--- config.mk ---
export PLATFORM = sky130hd
export DESIGN_NAME = tdm_demux4
export DESIGN_NICKNAME = d
export VERILOG_FILES = /design/src/rtl/tdm_demux4.sv
export SDC_FILE = /design/constraint.sdc
export NUM_CORES = 1
export LEC_CHECK = 0
export BUFFER_PORTS_ARGS = -buffer_cell sky130_fd_sc_hd__buf_4
export CAP_MARGIN = 0
export CORE_MARGIN = 3
export CORE_UTILIZATION = 50
export DETAILED_ROUTE_END_ITERATION = 6
export PLACE_DENSITY = 0.75
export SETUP_SLACK_MARGIN = 0.3
export SYNTH_ARGS = -nofsm -noshare
export SYNTH_HDL_FRONTEND = slang
export SYNTH_SLANG_ARGS = --single-unit
--- constraint.sdc ---
create_clock -name clk -period 2.1 [get_ports clk]
set_input_delay 0.105 -clock clk [delete_from_list [all_inputs] [get_ports clk]]
set_output_delay 0.105 -clock clk [all_outputs]
set_load 0.01 [all_outputs]
--- src/rtl/tdm_demux4.sv ---
// rtl/tdm_demux4.sv - 4-slot TDM receiver: frame-sync alignment, slot counter, registered frame output
// Slots 0..2 are buffered in shadow; slot 3 goes straight from sin into d when the frame completes.
module tdm_demux4 #(
   parameter int FCW = 4
) (
   input  logic           clk,
   input  logic           rst_n,
   input  logic           en,
   input  logic           sin,
   input  logic           sync,
   output logic           a,
   output logic           b,
   output logic           c,
   output logic           d,
   output logic           frame_valid,
   output logic [1:0]     sel,
   output logic           locked,
   output logic           sync_err,
   output logic [FCW-1:0] frame_cnt
);

   typedef enum logic {
      HUNT   = 1'b0,
      LOCKED = 1'b1
   } state_t;

   state_t         state, state_nxt;
   logic [1:0]     sel_nxt;
   logic [2:0]     shadow, shadow_nxt;
   logic [3:0]     frame, frame_nxt;
   logic           frame_valid_nxt;
   logic           sync_err_nxt;
   logic [FCW-1:0] frame_cnt_nxt;

   always_ff @(posedge clk or negedge rst_n) begin
      if (!rst_n) begin
         state       <= HUNT;
         sel         <= 2'd0;
         shadow      <= 3'b000;
         frame       <= 4'b0000;
         frame_valid <= 1'b0;
         sync_err    <= 1'b0;
         frame_cnt   <= '0;
      end else begin
         state       <= state_nxt;
         sel         <= sel_nxt;
         shadow      <= shadow_nxt;
         frame       <= frame_nxt;
         frame_valid <= frame_valid_nxt;
         sync_err    <= sync_err_nxt;
         frame_cnt   <= frame_cnt_nxt;
      end
   end

   always_comb begin
      state_nxt       = state;
      sel_nxt         = sel;
      shadow_nxt      = shadow;
      frame_nxt       = frame;
      frame_valid_nxt = 1'b0;
      sync_err_nxt    = 1'b0;
      frame_cnt_nxt   = frame_cnt;

      if (en) begin
         case (state)
            HUNT: begin
               if (sync) begin
                  shadow_nxt[0] = sin;
                  sel_nxt       = 2'd1;
                  state_nxt     = LOCKED;
               end
            end
            LOCKED: begin
               if (sync && (sel != 2'd0)) begin
                  // Realign: the partial frame is dropped and this bit restarts at slot 0.
                  sync_err_nxt  = 1'b1;
                  shadow_nxt[0] = sin;
                  sel_nxt       = 2'd1;
               end else begin
                  case (sel)
                     2'd0: shadow_nxt[0] = sin;
                     2'd1: shadow_nxt[1] = sin;
                     2'd2: shadow_nxt[2] = sin;
                     default: begin
                        frame_nxt       = {shadow[0], shadow[1], shadow[2], sin};
                        frame_valid_nxt = 1'b1;
                        frame_cnt_nxt   = frame_cnt + FCW'(1);
                     end
                  endcase
                  sel_nxt = sel + 2'd1;
               end
            end
            default: state_nxt = HUNT;
         endcase
      end
   end

   assign {a, b, c, d} = frame;
   assign locked       = (state == LOCKED);

endmodule

==> results.sh <==
export IMPL_crit_arrival_ns=1.79
export IMPL_grtUsageMet2=0.2665
export IMPL_core_area_um2=1350
export IMPL_grt_pass1_wl_um=2180
export IMPL_crit_start="sel[0]"
export IMPL_intPower_w=0.0007752
export IMPL_p_leak_nw=0.4698
export IMPL_synth_edf_count=0
export IMPL_endpoint_kind="flop"
export IMPL_root_buffer="clkbuf_4"
export IMPL_track_usage=0.1595
export IMPL_worst_pin_slew_ns=0.2723
export IMPL_cts_setup_buffers=0
export IMPL_top_usage_layer="met2"
export IMPL_fin_setup_tns_ns=0
export IMPL_place_hpwl_um=936
export IMPL_clockBufferDepth=2
export IMPL_gp_congestion=0.7463
export IMPL_first_pass_iters=1
export IMPL_critPathLaunchType="flop"
export IMPL_switching_share=0.3109
export IMPL_synthToLayoutAreaGrowth_pct=24.37
export IMPL_whs_ns=0.05699
export IMPL_use_met1=0.1851
export IMPL_cts_tree="yes"
export IMPL_netlist_cell_type_count=22
export IMPL_synth_area_um2=744.5
export IMPL_grt_pass1_vias=503
export IMPL_rsz0062_at_grt="false"
export IMPL_syn_inst=53
export IMPL_clock_sinks=16
export IMPL_synth_top_area_cell="dfrtp_1"
export IMPL_drv_cap=0
export IMPL_cts_htree_levels=1
export IMPL_dieArea_um2=1988
export IMPL_power_density_nw_per_um2=1215
export IMPL_initial_core_util=0.5514
export IMPL_grt_antenna_before_repair=0
export IMPL_postPlaceCellArea_um2=879.6
export IMPL_route_antenna_remaining_nets=0
export IMPL_synth_area_per_cell_um2=14.05
export IMPL_synth_common_cells="dfrtp_1 (16), ha_1 (5), mux2_4 (5), xnor2_1 (3)"
export IMPL_clock_fmax_mhz=615.2
export IMPL_syn_num_nets=63
export IMPL_slew_viol_final=0
export IMPL_critPathCapture="frame_cnt[1]"
export IMPL_ys_flop_type="dfrtp_1"
export IMPL_slew_headroom=0.8184
export IMPL_setup_ws_ns=0.4745
export IMPL_routed_wl_um=1248
export IMPL_ir_drop_v=0.0006255
export IMPL_io_pins=18
export IMPL_fin_nets=85
export IMPL_synth_seq_cells=16
export IMPL_p_comb_frac=0.371
export IMPL_portBuffers=17
export IMPL_clkPwrFrac=0.176
export IMPL_hold_violations=0
export IMPL_ys_seq_area_frac=0.5378
export IMPL_cts_buffers=3
export IMPL_grt_use_met3=0.03659
export IMPL_synth_async_sr_flop_share=1.000
export IMPL_grt_overflow_total=0
export IMPL_fin_util=0.6858
export IMPL_vias=457
export IMPL_synth_top_area_frac=0.5378
export IMPL_status="finished, final reports clean"
export IMPL_diodes=0
export IMPL_seq_power_share=0.453
export IMPL_hold_class="primary input to flop"
export IMPL_placementRows=13
export IMPL_grt_max_degree=17
export IMPL_worstReg2RegEnd="frame_cnt[1]"
export IMPL_post_drt_wl_per_cell_um=14.02
export IMPL_drc_errors=0
export IMPL_die_width_um=44.59
export IMPL_critPathKind="flop to flop"
export IMPL_drive_gt1_frac=0.4459
export IMPL_stdcell_area_um2=925.9
export IMPL_p_sw_w=0.0003497
export IMPL_setup_violations_final=0
export IMPL_yosysMostFrequentCell="dfrtp_1"
export IMPL_clk_latency_ns=0.28
export IMPL_cp_max_fo=7
export IMPL_cp_required_ns=2.27
export IMPL_r2r_start="sel[0]"
export IMPL_die_h_um=44.59
export IMPL_drtIter0Drc=0
export IMPL_synth_area_leaders="dfrtp_1 (54%), mux2_4 (10%), ha_1 (8.4%)"
export IMPL_pre_cts_ws_ns=0.4634
export IMPL_clk_pin_slew_worst_paths_ns=0.09
export IMPL_layout_min_cycle_time_ns=1.626
export IMPL_fin_skew_ns=0.001675
export IMPL_r2r_slack_ns=0.47
export IMPL_period_share=0.7741
export IMPL_reg2reg_depth=6
export IMPL_vias_per_cell=5.135
export IMPL_yosysWarnings=0
[how the worst min path moves through the flow]
stage / cells after the start / start / slack (ns) / end
finish: 2 / sync / 0.06 / locked
global route: 2 / sync / 0.04 / locked
CTS: 2 / sync / 0.05 / locked
detailed placement: 1 / rst_n / -0.02 / frame[0]
global placement: 1 / rst_n / -0.03 / frame[0]
floorplan: 0 / rst_n / -0.19 / frame[0]
[power groups by stage]
| stage | Clock, W | Sequential (W) | Combinational [W] |
|---|---|---|---|
| floorplan | 0 | 0.000533 | 0.000206 |
| global placement | 0 | 0.000506 | 0.000413 |
| detailed placement | 0 | 0.000514 | 0.000423 |
| CTS | 0.000206 | 0.000510 | 0.000426 |
| global route | 0.000224 | 0.000523 | 0.000455 |
| finish | 0.000198 | 0.000510 | 0.000417 |
[flip-flops by register name, summed over array words and instances, names as in the netlist]
| signal | flops |
|---|---|
| frame | 4 |
| frame_cnt | 4 |
| frame_valid | 1 |
| locked | 1 |
| sel | 2 |
| shadow | 3 |
| sync_err | 1 |
[cell families after synthesis]
| family | after synthesis | synth area share |
|---|---|---|
| buf+inv | 4 | 0.03362 |
| fa+ha+maj | 5 | 0.08403 |
| simple gates | 12 | 0.1076 |
| xor+xnor | 3 | 0.03530 |
| flops | 16 | 0.5378 |
| compound gates | 4 | 0.04202 |
| mux | 9 | 0.1597 |
[cell type report]
| type | instances | area, um2 |
|---|---|---|
| tap | 15 | 18.77 |
| timing repair buffer | 18 | 137.6 |
| sequential | 16 | 400.4 |
| inverter | 3 | 13.76 |
| multi-input combinational | 33 | 319.1 |
| clock buffer | 4 | 36.28 |
| fill | 111 | 424.2 |
[repair_timing]
item                                   in CTS  in global routing
hold buffers                                1                  0
setup endpoints to repair                   0                  0
endpoints found under the hold margin      16                  0
resized for setup                           0                  0
[layout by cell type, fill, tap and decap left out, drive strengths merged]
master / Yosys / final
dlygate4sd3: 0 / 1
and2: 2 / 2
mux2i: 1 / 1
nand4: 2 / 2
o21ai: 1 / 1
and3: 1 / 1
nand2: 2 / 2
clkbuf: 0 / 4
buf: 1 / 17
mux2: 8 / 8
a21o: 2 / 2
nand3: 3 / 3
xnor2: 3 / 3
dfrtp: 16 / 16
nand2b: 1 / 1
ha: 5 / 5
a22o: 1 / 1
nor2: 1 / 1
inv: 3 / 3
[routing by layer]
metal	vias up	wire length (um)
li1	222	-
met1	221	523
met2	12	650
met3	2	63
met4	0	10
met5	-	0
[per-stage QoR]
stage / power, W / cells
global route: 0.001202 / 89
global placement: 0.0009186 / 84
floorplan: 0.0007386 / 53
detailed placement: 0.0009378 / 84
finish: 0.001125 / 89
CTS: 0.001141 / 89
[critical path, stage by stage (launching register included)]
cell and delay, ns:
dfrtp_1 0.42, inv_1 0.12, ha_1 0.17, nand2b_1 0.26, nand3_4 0.16, inv_4 0.10
mux2_4 0.29
(Power assumes the default switching activity.)
